### src/rtl/jk_cmd_sequencer.sv
// Command sequencer that drives a downstream JK flip-flop from a small command FIFO,
// models the expected Q and counts mismatches against the observed Q.
module jk_cmd_sequencer #(
    parameter int unsigned DEPTH = 4
) (
    input  logic       CLK,
    input  logic       Reset,
    input  logic       cmd_valid,
    input  logic [1:0] cmd_jk,
    input  logic [3:0] cmd_len,
    output logic       cmd_ready,
    input  logic       flush,
    output logic       J,
    output logic       K,
    input  logic       Q_obs,
    output logic       exp_q,
    output logic       busy,
    output logic       err,
    output logic [7:0] err_cnt
);

    localparam int unsigned AW = (DEPTH > 1) ? $clog2(DEPTH) : 1;
    localparam int unsigned CW = AW + 1;
    localparam int unsigned EW = 6;

    typedef enum logic {
        IDLE  = 1'b0,
        DRIVE = 1'b1
    } state_t;

    state_t        state_q, state_d;
    logic [EW-1:0] mem [DEPTH];
    logic [AW-1:0] wr_ptr, rd_ptr;
    logic [CW-1:0] count;
    logic [3:0]    rem_q, rem_d;
    logic          j_q, k_q, j_d, k_d;
    logic          pop, push, empty, full;
    logic [EW-1:0] head;

    assign empty     = (count == '0);
    assign full      = (count == CW'(DEPTH));
    assign push      = cmd_valid && !full && !flush;
    assign head      = mem[rd_ptr];
    assign cmd_ready = !full;
    assign busy      = (state_q == DRIVE) || !empty;
    assign J         = j_q;
    assign K         = k_q;

    // State register
    always_ff @(posedge CLK or negedge Reset) begin
        if (!Reset) state_q <= IDLE;
        else        state_q <= state_d;
    end

    // Next-state logic
    always_comb begin
        state_d = state_q;
        if (flush) begin
            state_d = IDLE;
        end else begin
            case (state_q)
                IDLE:    if (!empty) state_d = DRIVE;
                DRIVE:   if (rem_q == 4'd0 && empty) state_d = IDLE;
                default: state_d = IDLE;
            endcase
        end
    end

    // Output / datapath next values; a finished command pops the next one with no bubble
    always_comb begin
        pop   = 1'b0;
        j_d   = j_q;
        k_d   = k_q;
        rem_d = rem_q;
        if (flush) begin
            j_d   = 1'b0;
            k_d   = 1'b0;
            rem_d = 4'd0;
        end else begin
            case (state_q)
                IDLE: begin
                    j_d = 1'b0;
                    k_d = 1'b0;
                    if (!empty) begin
                        pop   = 1'b1;
                        j_d   = head[5];
                        k_d   = head[4];
                        rem_d = head[3:0];
                    end
                end
                DRIVE: begin
                    if (rem_q != 4'd0) begin
                        rem_d = rem_q - 4'd1;
                    end else if (!empty) begin
                        pop   = 1'b1;
                        j_d   = head[5];
                        k_d   = head[4];
                        rem_d = head[3:0];
                    end else begin
                        j_d = 1'b0;
                        k_d = 1'b0;
                    end
                end
                default: begin
                    j_d = 1'b0;
                    k_d = 1'b0;
                end
            endcase
        end
    end

    // Drive registers and FIFO pointers
    always_ff @(posedge CLK or negedge Reset) begin
        if (!Reset) begin
            j_q    <= 1'b0;
            k_q    <= 1'b0;
            rem_q  <= 4'd0;
            wr_ptr <= '0;
            rd_ptr <= '0;
            count  <= '0;
        end else begin
            j_q   <= j_d;
            k_q   <= k_d;
            rem_q <= rem_d;
            if (flush) begin
                wr_ptr <= '0;
                rd_ptr <= '0;
                count  <= '0;
            end else begin
                if (push) wr_ptr <= wr_ptr + AW'(1);
                if (pop)  rd_ptr <= rd_ptr + AW'(1);
                case ({push, pop})
                    2'b10:   count <= count + CW'(1);
                    2'b01:   count <= count - CW'(1);
                    default: count <= count;
                endcase
            end
        end
    end

    // FIFO storage needs no reset; validity is tracked by count
    always_ff @(posedge CLK) begin
        if (push) mem[wr_ptr] <= {cmd_jk, cmd_len};
    end

    // Expected-Q model (uses pre-edge J,K even on flush) and mismatch tracking
    always_ff @(posedge CLK or negedge Reset) begin
        if (!Reset) begin
            exp_q   <= 1'b0;
            err     <= 1'b0;
            err_cnt <= 8'd0;
        end else begin
            case ({j_q, k_q})
                2'b01:   exp_q <= 1'b0;
                2'b10:   exp_q <= 1'b1;
                2'b11:   exp_q <= ~exp_q;
                default: exp_q <= exp_q;
            endcase
            if (!flush && (Q_obs != exp_q)) begin
                err <= 1'b1;
                if (err_cnt != 8'hFF) err_cnt <= err_cnt + 8'd1;
            end
        end
    end

endmodule
### config.mk
export PLATFORM = sky130hd
export DESIGN_NAME = jk_cmd_sequencer
export DESIGN_NICKNAME = d
export VERILOG_FILES = /design/src/rtl/jk_cmd_sequencer.sv
export SDC_FILE = /design/constraint.sdc
export NUM_CORES = 1
export LEC_CHECK = 0
export CAP_MARGIN = 40
export CORE_ASPECT_RATIO = 0.6
export CORE_MARGIN = 2
export CORE_UTILIZATION = 45
export DETAILED_ROUTE_END_ITERATION = 8
export PLACE_DENSITY = 0.65
export SYNTH_ARGS = -nofsm -noshare
export SYNTH_HDL_FRONTEND = slang
export SYNTH_SLANG_ARGS = --single-unit
### constraint.sdc
create_clock -name CLK -period 4.84 [get_ports CLK]
set_input_delay 0.484 -clock CLK [delete_from_list [all_inputs] [get_ports CLK]]
set_output_delay 0.484 -clock CLK [all_outputs]
set_load 0.01 [all_outputs]
==> results.md, run 1 <==
- Drt pass-1 iters: 4
- Core Region: 4683 um^2
- Post-cts sizing count: 0
- Total gr overflow: 0
- 1st-iter DRT viols: 102
- Io pins: 25
- Antenna violations before repair: 0
- Die Y: 58.71 um
- Power Density: 550.8 nW/um^2
- Pre-CTS setup slack: 1.999 ns
- VDD IR-drop max: 0.2396 mV
- Post-synth ARST share: 50.00%
- Synth area leaders: edfxtp_1 32%, dfrtp_1 27%, mux4_2 6.0%, ha_1 3.9%, xnor2_1 2.7%
- Startpoint types: register
- Worst skew pair latency: 0.31 ns
- Fin worst setup slack: 1.957 ns
- CP endpoint kind: register
- Final number of hold-violating endpoints: 0
- CTS buffer count: 5
- #FFs+latches synth: 48
- Tcrit/Tclk final: 59.56%
- Post-Route WL: 4747 um
- Slew headroom: 46.31%
- RSZ-0062 raised after global routing: false
- Post-Syn Nets: 196
- ANT nets after route: 0
- Data arrival time of the worst path: 3.10 ns
- Leakage: 0.9913 nW
- Slew @ Worst Pin: 0.8024 ns
- Average size of a mapped cell: 12.68 um^2
- Postcts setup bufs: 0
- Yosys warns: 0
- CTS tree: yes
- Number of synthesized flops with an enable pin: 24
- Vias in the first global route: 1543
- HPWL Detailed: 3483 um
- Hold-fix buffers, CTS: 0
- Tmin final: 2.883 ns
- Switching Power: 0.5599 mW
- CP required: 5.06 ns
- Fill cells: 366
- Vias per cell: 5.630
- DRC errors left: 0
- Reg area: 1321 um^2
- Post-synthesis cell area: 2245 um^2
- Max Freq: 0.3469 GHz
- Setup TNS: 0 ns
- Cells after DPL: 257
- Area leader, netlist: edfxtp_1
- GRT Overall Usage: 19.28%
- Reg power frac: 43.5%
- Via Count: 1492
- Outcome: finished clean
- Die W: 95.18 um
- Crit Path Class: register to register
- Layout area overhead: 17.78%
- Hold crit path type: primary input to asynchronous set/reset pin
- Port Buffer Count: 24
- Cell variety after synth: 43
- Sw Share: 38.45%
- Row count: 19
- Diodes inserted: 0
- Internal Pwr Total: 0.8963 mW
- Ys flop type: edfxtp_1
- Share of cells above drive strength 1: 10.40%
- Clock Skew: 0.003652 ns
- Reg2Reg Setup Slack: 1.96 ns
- Sequential share of the synthesized area: 58.86%
- Top-area cell type share of the netlist area: 32.11%
- Setup-failing EPs final: 0
- Sink Count: 48
- Post-synth top cells: 24 x dfrtp_1, 24 x edfxtp_1, 16 x nor2_1
- Count of maximum capacitance violations: 0
- GPL Wtd Cong: 0.8510
- Slew Viols, Final: 0
- CP Max Fanout: 12
- Largest net degree at the start of global routing: 20
- Final Util: 56.45%
- Clock group share of total power: 16.6%
- Final non-filler cell total: 265
- Cells after Synth: 177
- Root Driver: clkbuf_8
- Layout Nets: 220
- WL/cell: 17.91 um
- Logic pwr share: 39.9%
- # H-tree levels: 2
- Initial Util: 47.93%
- Clk slew on worst S/H paths: 0.09 ns
- Die Area: 5588 um^2
- First-pass GRT wire length: 7886 um
- Multi-input gate area: 858.3 um^2
- Clock buffer depth: 2
==> per-layer routing <==
layer  vias to the layer above  global-route usage (%)  part of all wire (%)
met2                        37                   26.96                    45
met1                       747                   28.95                    50
met5                         -                       0                     0
li1                        703                       -                     -
met4                         0                   8.489                   1.2
met3                         5                   4.353                   4.6
==> cells by family (layout without fill, tap and decap cells) <==
kind of cell    count (synthesis)  in the layout  synth area share, %
buf+inv                        16             41                2.898
fa+ha+maj                       8              8                4.794
flops                          48             48                58.86
simple gates                   60             60                13.66
xor+xnor                        9              9                3.512
compound gates                 25             25                7.860
mux                            11             11                8.417
==> critical path: stages (launching register included) <==
cell,delay (ns)
dfrtp_1,0.41
inv_1,0.08
ha_1,0.21
nor3b_1,0.17
nor2_1,0.62
nor4_1,0.15
fa_1,0.47
a2111o_1,0.32
a21o_1,0.19
a31oi_1,0.17
==> power groups by stage <==
stage | logic (mW) | clock network [mW] | registers [mW]
final | 0.581 | 0.241 | 0.633
after global routing | 0.642 | 0.261 | 0.651
after CTS | 0.580 | 0.247 | 0.634
after detailed placement | 0.578 | 0 | 0.642
after global placement | 0.552 | 0 | 0.630
after floorplan | 0.397 | 0 | 0.606
==> area by class of cell <==
class	instances	share of cell area [%]
Sequential cell	48	49.98
Timing Repair Buffer	25	10.13
Inverter	8	1.136
Clock inverter	3	0.7099
Tap cell	63	2.982
Multi-Input combinational cell	113	32.47
Clock buffer	5	2.603
==> worst paths after layout <==
path / from / to / cells after the start
min: Reset / state_q / 1
max in group asynchronous: Reset / err_cnt[2] / 2
max: rem_q[0] / count[2] / 9
min in group CLK: err / err / 1
max reg2reg: rem_q[0] / count[2] / 9
min reg2reg: err / err / 1
==> state kept, by name (all words and copies together) (netlist names) <==
register  cells
err_cnt       8
K             1
rem_q         4
exp_q         1
state_q       1
count         3
rd_ptr        2
mem          24
err           1
J             1
wr_ptr        2
==> layout by cell type, fill, tap and decap left out, types with 6 or more instances in the layout <==
master           synthesis  layout
dfrtp_1                 24      24
inv_1                    8       8
nor3_1                   7       7
clkdlybuf4s50_1          0      24
edfxtp_1                24      24
ha_1                     7       7
nand2_1                 11      11
xnor2_1                  7       7
nor2_1                  16      16
mux4_2                   6       6
==> metrics by stage <==
stage | total power, mW | cell area (um^2) | hold slack [ns]
2_1_floorplan | 1.004 | 2245 | 0.1884
3_3_place_gp | 1.182 | 2529 | 0.4524
3_5_place_dp | 1.219 | 2556 | 0.4721
4_1_cts | 1.461 | 2644 | 0.4879
5_1_grt | 1.554 | 2644 | 0.5095
6_report | 1.456 | 2644 | 0.4741
Power figures use the tool's default switching activity.
==> inputs of run 2 (changes only) <==
==> constraint.sdc (replaced) <==
create_clock -name CLK -period 2.7 [get_ports CLK]
set_input_delay 0.27 -clock CLK [delete_from_list [all_inputs] [get_ports CLK]]
set_output_delay 0.27 -clock CLK [all_outputs]
set_load 0.01 [all_outputs]
==> run 2 against run 1 <==
Fmax up 19%. Hold slack worse by 0.14 ns. Final area up 0.85%. Non-clock buffer count up 6. Critical path depth up 1. Sequential cell count unchanged. Clock skew up 0.0058 ns. Die area unchanged. Core utilization up 0.48 points. Count of clock-buffer cells in the layout up 1.
==> results.md, run 2 (synthesis gave the netlist of run 1 again) <==
- Outcome: finished clean
- Total gr overflow: 0
- Core Region: 4683 um^2
- Clk slew on worst S/H paths: 0.09 ns
- Initial Util: 47.93%
- Placed cell area: 2581 um^2
- Diodes inserted: 0
- CP endpoint kind: register
- Power Density: 986.9 nW/um^2
- RSZ-0062 raised after global routing: false
- GRT Overall Usage: 18.35%
- Count of maximum capacitance violations: 0
- Commonest non-fill, non-tap cells in the layout: 24 x dfrtp_1, 24 x clkdlybuf4s50_1, 24 x edfxtp_1
- CTS buffer count: 5
- Tcrit/Tclk final: 89.60%
- Row count: 19
- Port Buffer Count: 24
- CP max stage cell: fa_1
- Multi-input gate area: 858.3 um^2
- Worst setup endpoint: count[1]
- Final number of hold-violating endpoints: 0
- Setup TNS: 0 ns
- Max stage delay on crit path: 0.50 ns
- Crit Reg-Reg Startpoint: rem_q[0]
- Layout area overhead: 18.78%
- Clock buffer depth: 2
- VDD IR-drop max: 0.4594 mV
- Postcts setup bufs: 0
- Antenna violations before repair: 0
- 1st-iter DRT viols: 73
- Post-Route WL: 4540 um
- Largest register FFs: 24
- DRC errors left: 0
- Max Freq: 0.4134 GHz
- Sink Count: 48
- Vias in the first global route: 1537
- Root Driver: clkbuf_8
- Vias per cell: 5.646
- ANT nets after route: 0
- WL/cell: 16.75 um
- Top reg by flops: mem
- Die W: 95.18 um
- Crit Path Class: register to register
- Worst setup path start: rem_q[0]
- Die Area: 5588 um^2
- Slew @ Worst Pin: 0.6533 ns
- Pre-CTS setup slack: 0.3178 ns
- Hold-fix buffers, CTS: 0
- Via Count: 1530
- Share of cells above drive strength 1: 12.98%
- Clock Skew: 0.009429 ns
- Post-Layout Inst Area: 2666 um^2
- Worst skew pair latency: 0.30 ns
- Leakage: 1.016 nW
- Setup-failing EPs final: 0
- Cell count of the worst reg-to-reg path: 10
- Reg area: 1321 um^2
- Slew Viols, Final: 0
- Drt pass-1 iters: 4
- CP required: 2.87 ns
- Slew headroom: 56.45%
- CTS tree: yes
- Post-cts sizing count: 0
- Data arrival time of the worst path: 2.59 ns
- GPL Wtd Cong: 0.8630
- Io pins: 25
- Reg2Reg Setup Slack: 0.28 ns
- CP Max Fanout: 4
- Startpoint types: register
- Hold crit path type: primary input to asynchronous set/reset pin
- # H-tree levels: 2
- Tmin final: 2.419 ns
- Fin worst setup slack: 0.2809 ns
- Worst r2r dst: count[1]
- Crit path cell chain: inv_1 > ha_1 > nor3b_1 > nor2_1 > nor4_1 > fa_1 > nand2b_1 > a22oi_1 > a31oi_1 > o32ai_1
- HPWL Detailed: 3324 um
- Fill cells: 373
- Die Y: 58.71 um
- Largest net degree at the start of global routing: 25
- Layout Nets: 226
- First-pass GRT wire length: 7486 um
- Biggest regs: mem: 24 flops, err_cnt: 8 flops, rem_q: 4 flops
[run 2: how the worst min path moves through the flow]
stage / slack [ns] / to / from
5_1_grt: 0.35 / rd_ptr[0] / Reset
3_3_place_gp: 0.45 / err / err
3_5_place_dp: 0.46 / err / err
2_1_floorplan: -0.03 / J / Reset
4_1_cts: 0.33 / err / Reset
6_report: 0.33 / rd_ptr[0] / Reset
[run 2: critical path, delay by kind of cell, from the launching register on]
kind / cells / cell delay, ns
DFF: 1 / 0.41
adders and majority gates: 2 / 0.67
and+or+nand+nor: 4 / 0.80
AOI/OAI and AO/OA: 3 / 0.33
buffers and inverters: 1 / 0.09
[run 2: stage by stage]
step / utilization [%] / total power, mW / instances / hold slack (ns)
detailed placement: 55.12 / 2.223 / 263 / 0.4646
finish: 56.93 / 2.631 / 271 / 0.3322
global route: 56.93 / 2.821 / 271 / 0.3530
global placement: 55.12 / 2.170 / 263 / 0.4519
floorplan: - / 1.800 / 177 / -0.02559
CTS: 56.93 / 2.637 / 271 / 0.3350
[run 2: cell type report]
type | instances | area share [%]
timing repair buffer | 31 | 10.98
inverter | 8 | 1.126
tap | 63 | 2.956
multi-input combinational | 113 | 32.19
sequential | 48 | 49.55
clock buffer | 6 | 2.722
clock inverter | 2 | 0.4693
[run 2: per-layer routing]
layer	vias up	wire length, um	GRT usage [%]	share of wire (%)
li1	712	-	-	-
met1	757	2185	27.58	48
met2	54	1989	26.16	44
met3	7	324	4.609	7.1
met4	0	40	6.211	0.88
met5	-	0	0	0
[run 2: report_power, final]
group | internal, mW | switching, mW
Sequential | 0.921 | 0.204
Clock | 0.181 | 0.232
Combinational | 0.552 | 0.542
Total | 1.65 | 0.978
==> inputs of run 3 (changes only) <==
--- a/config.mk
+++ b/config.mk
@@ -5,12 +5,13 @@
 export SDC_FILE = /design/constraint.sdc
 export NUM_CORES = 1
 export LEC_CHECK = 0
-export CAP_MARGIN = 40
 export CORE_ASPECT_RATIO = 0.6
 export CORE_MARGIN = 2
 export CORE_UTILIZATION = 45
 export DETAILED_ROUTE_END_ITERATION = 8
+export GPL_ROUTABILITY_DRIVEN = 0
 export PLACE_DENSITY = 0.65
+export SKIP_LAST_GASP = 1
 export SYNTH_ARGS = -nofsm -noshare
 export SYNTH_HDL_FRONTEND = slang
 export SYNTH_SLANG_ARGS = --single-unit
==> results of run 3 <==
Final layout, timing and power as in run 2 (identical DEF).
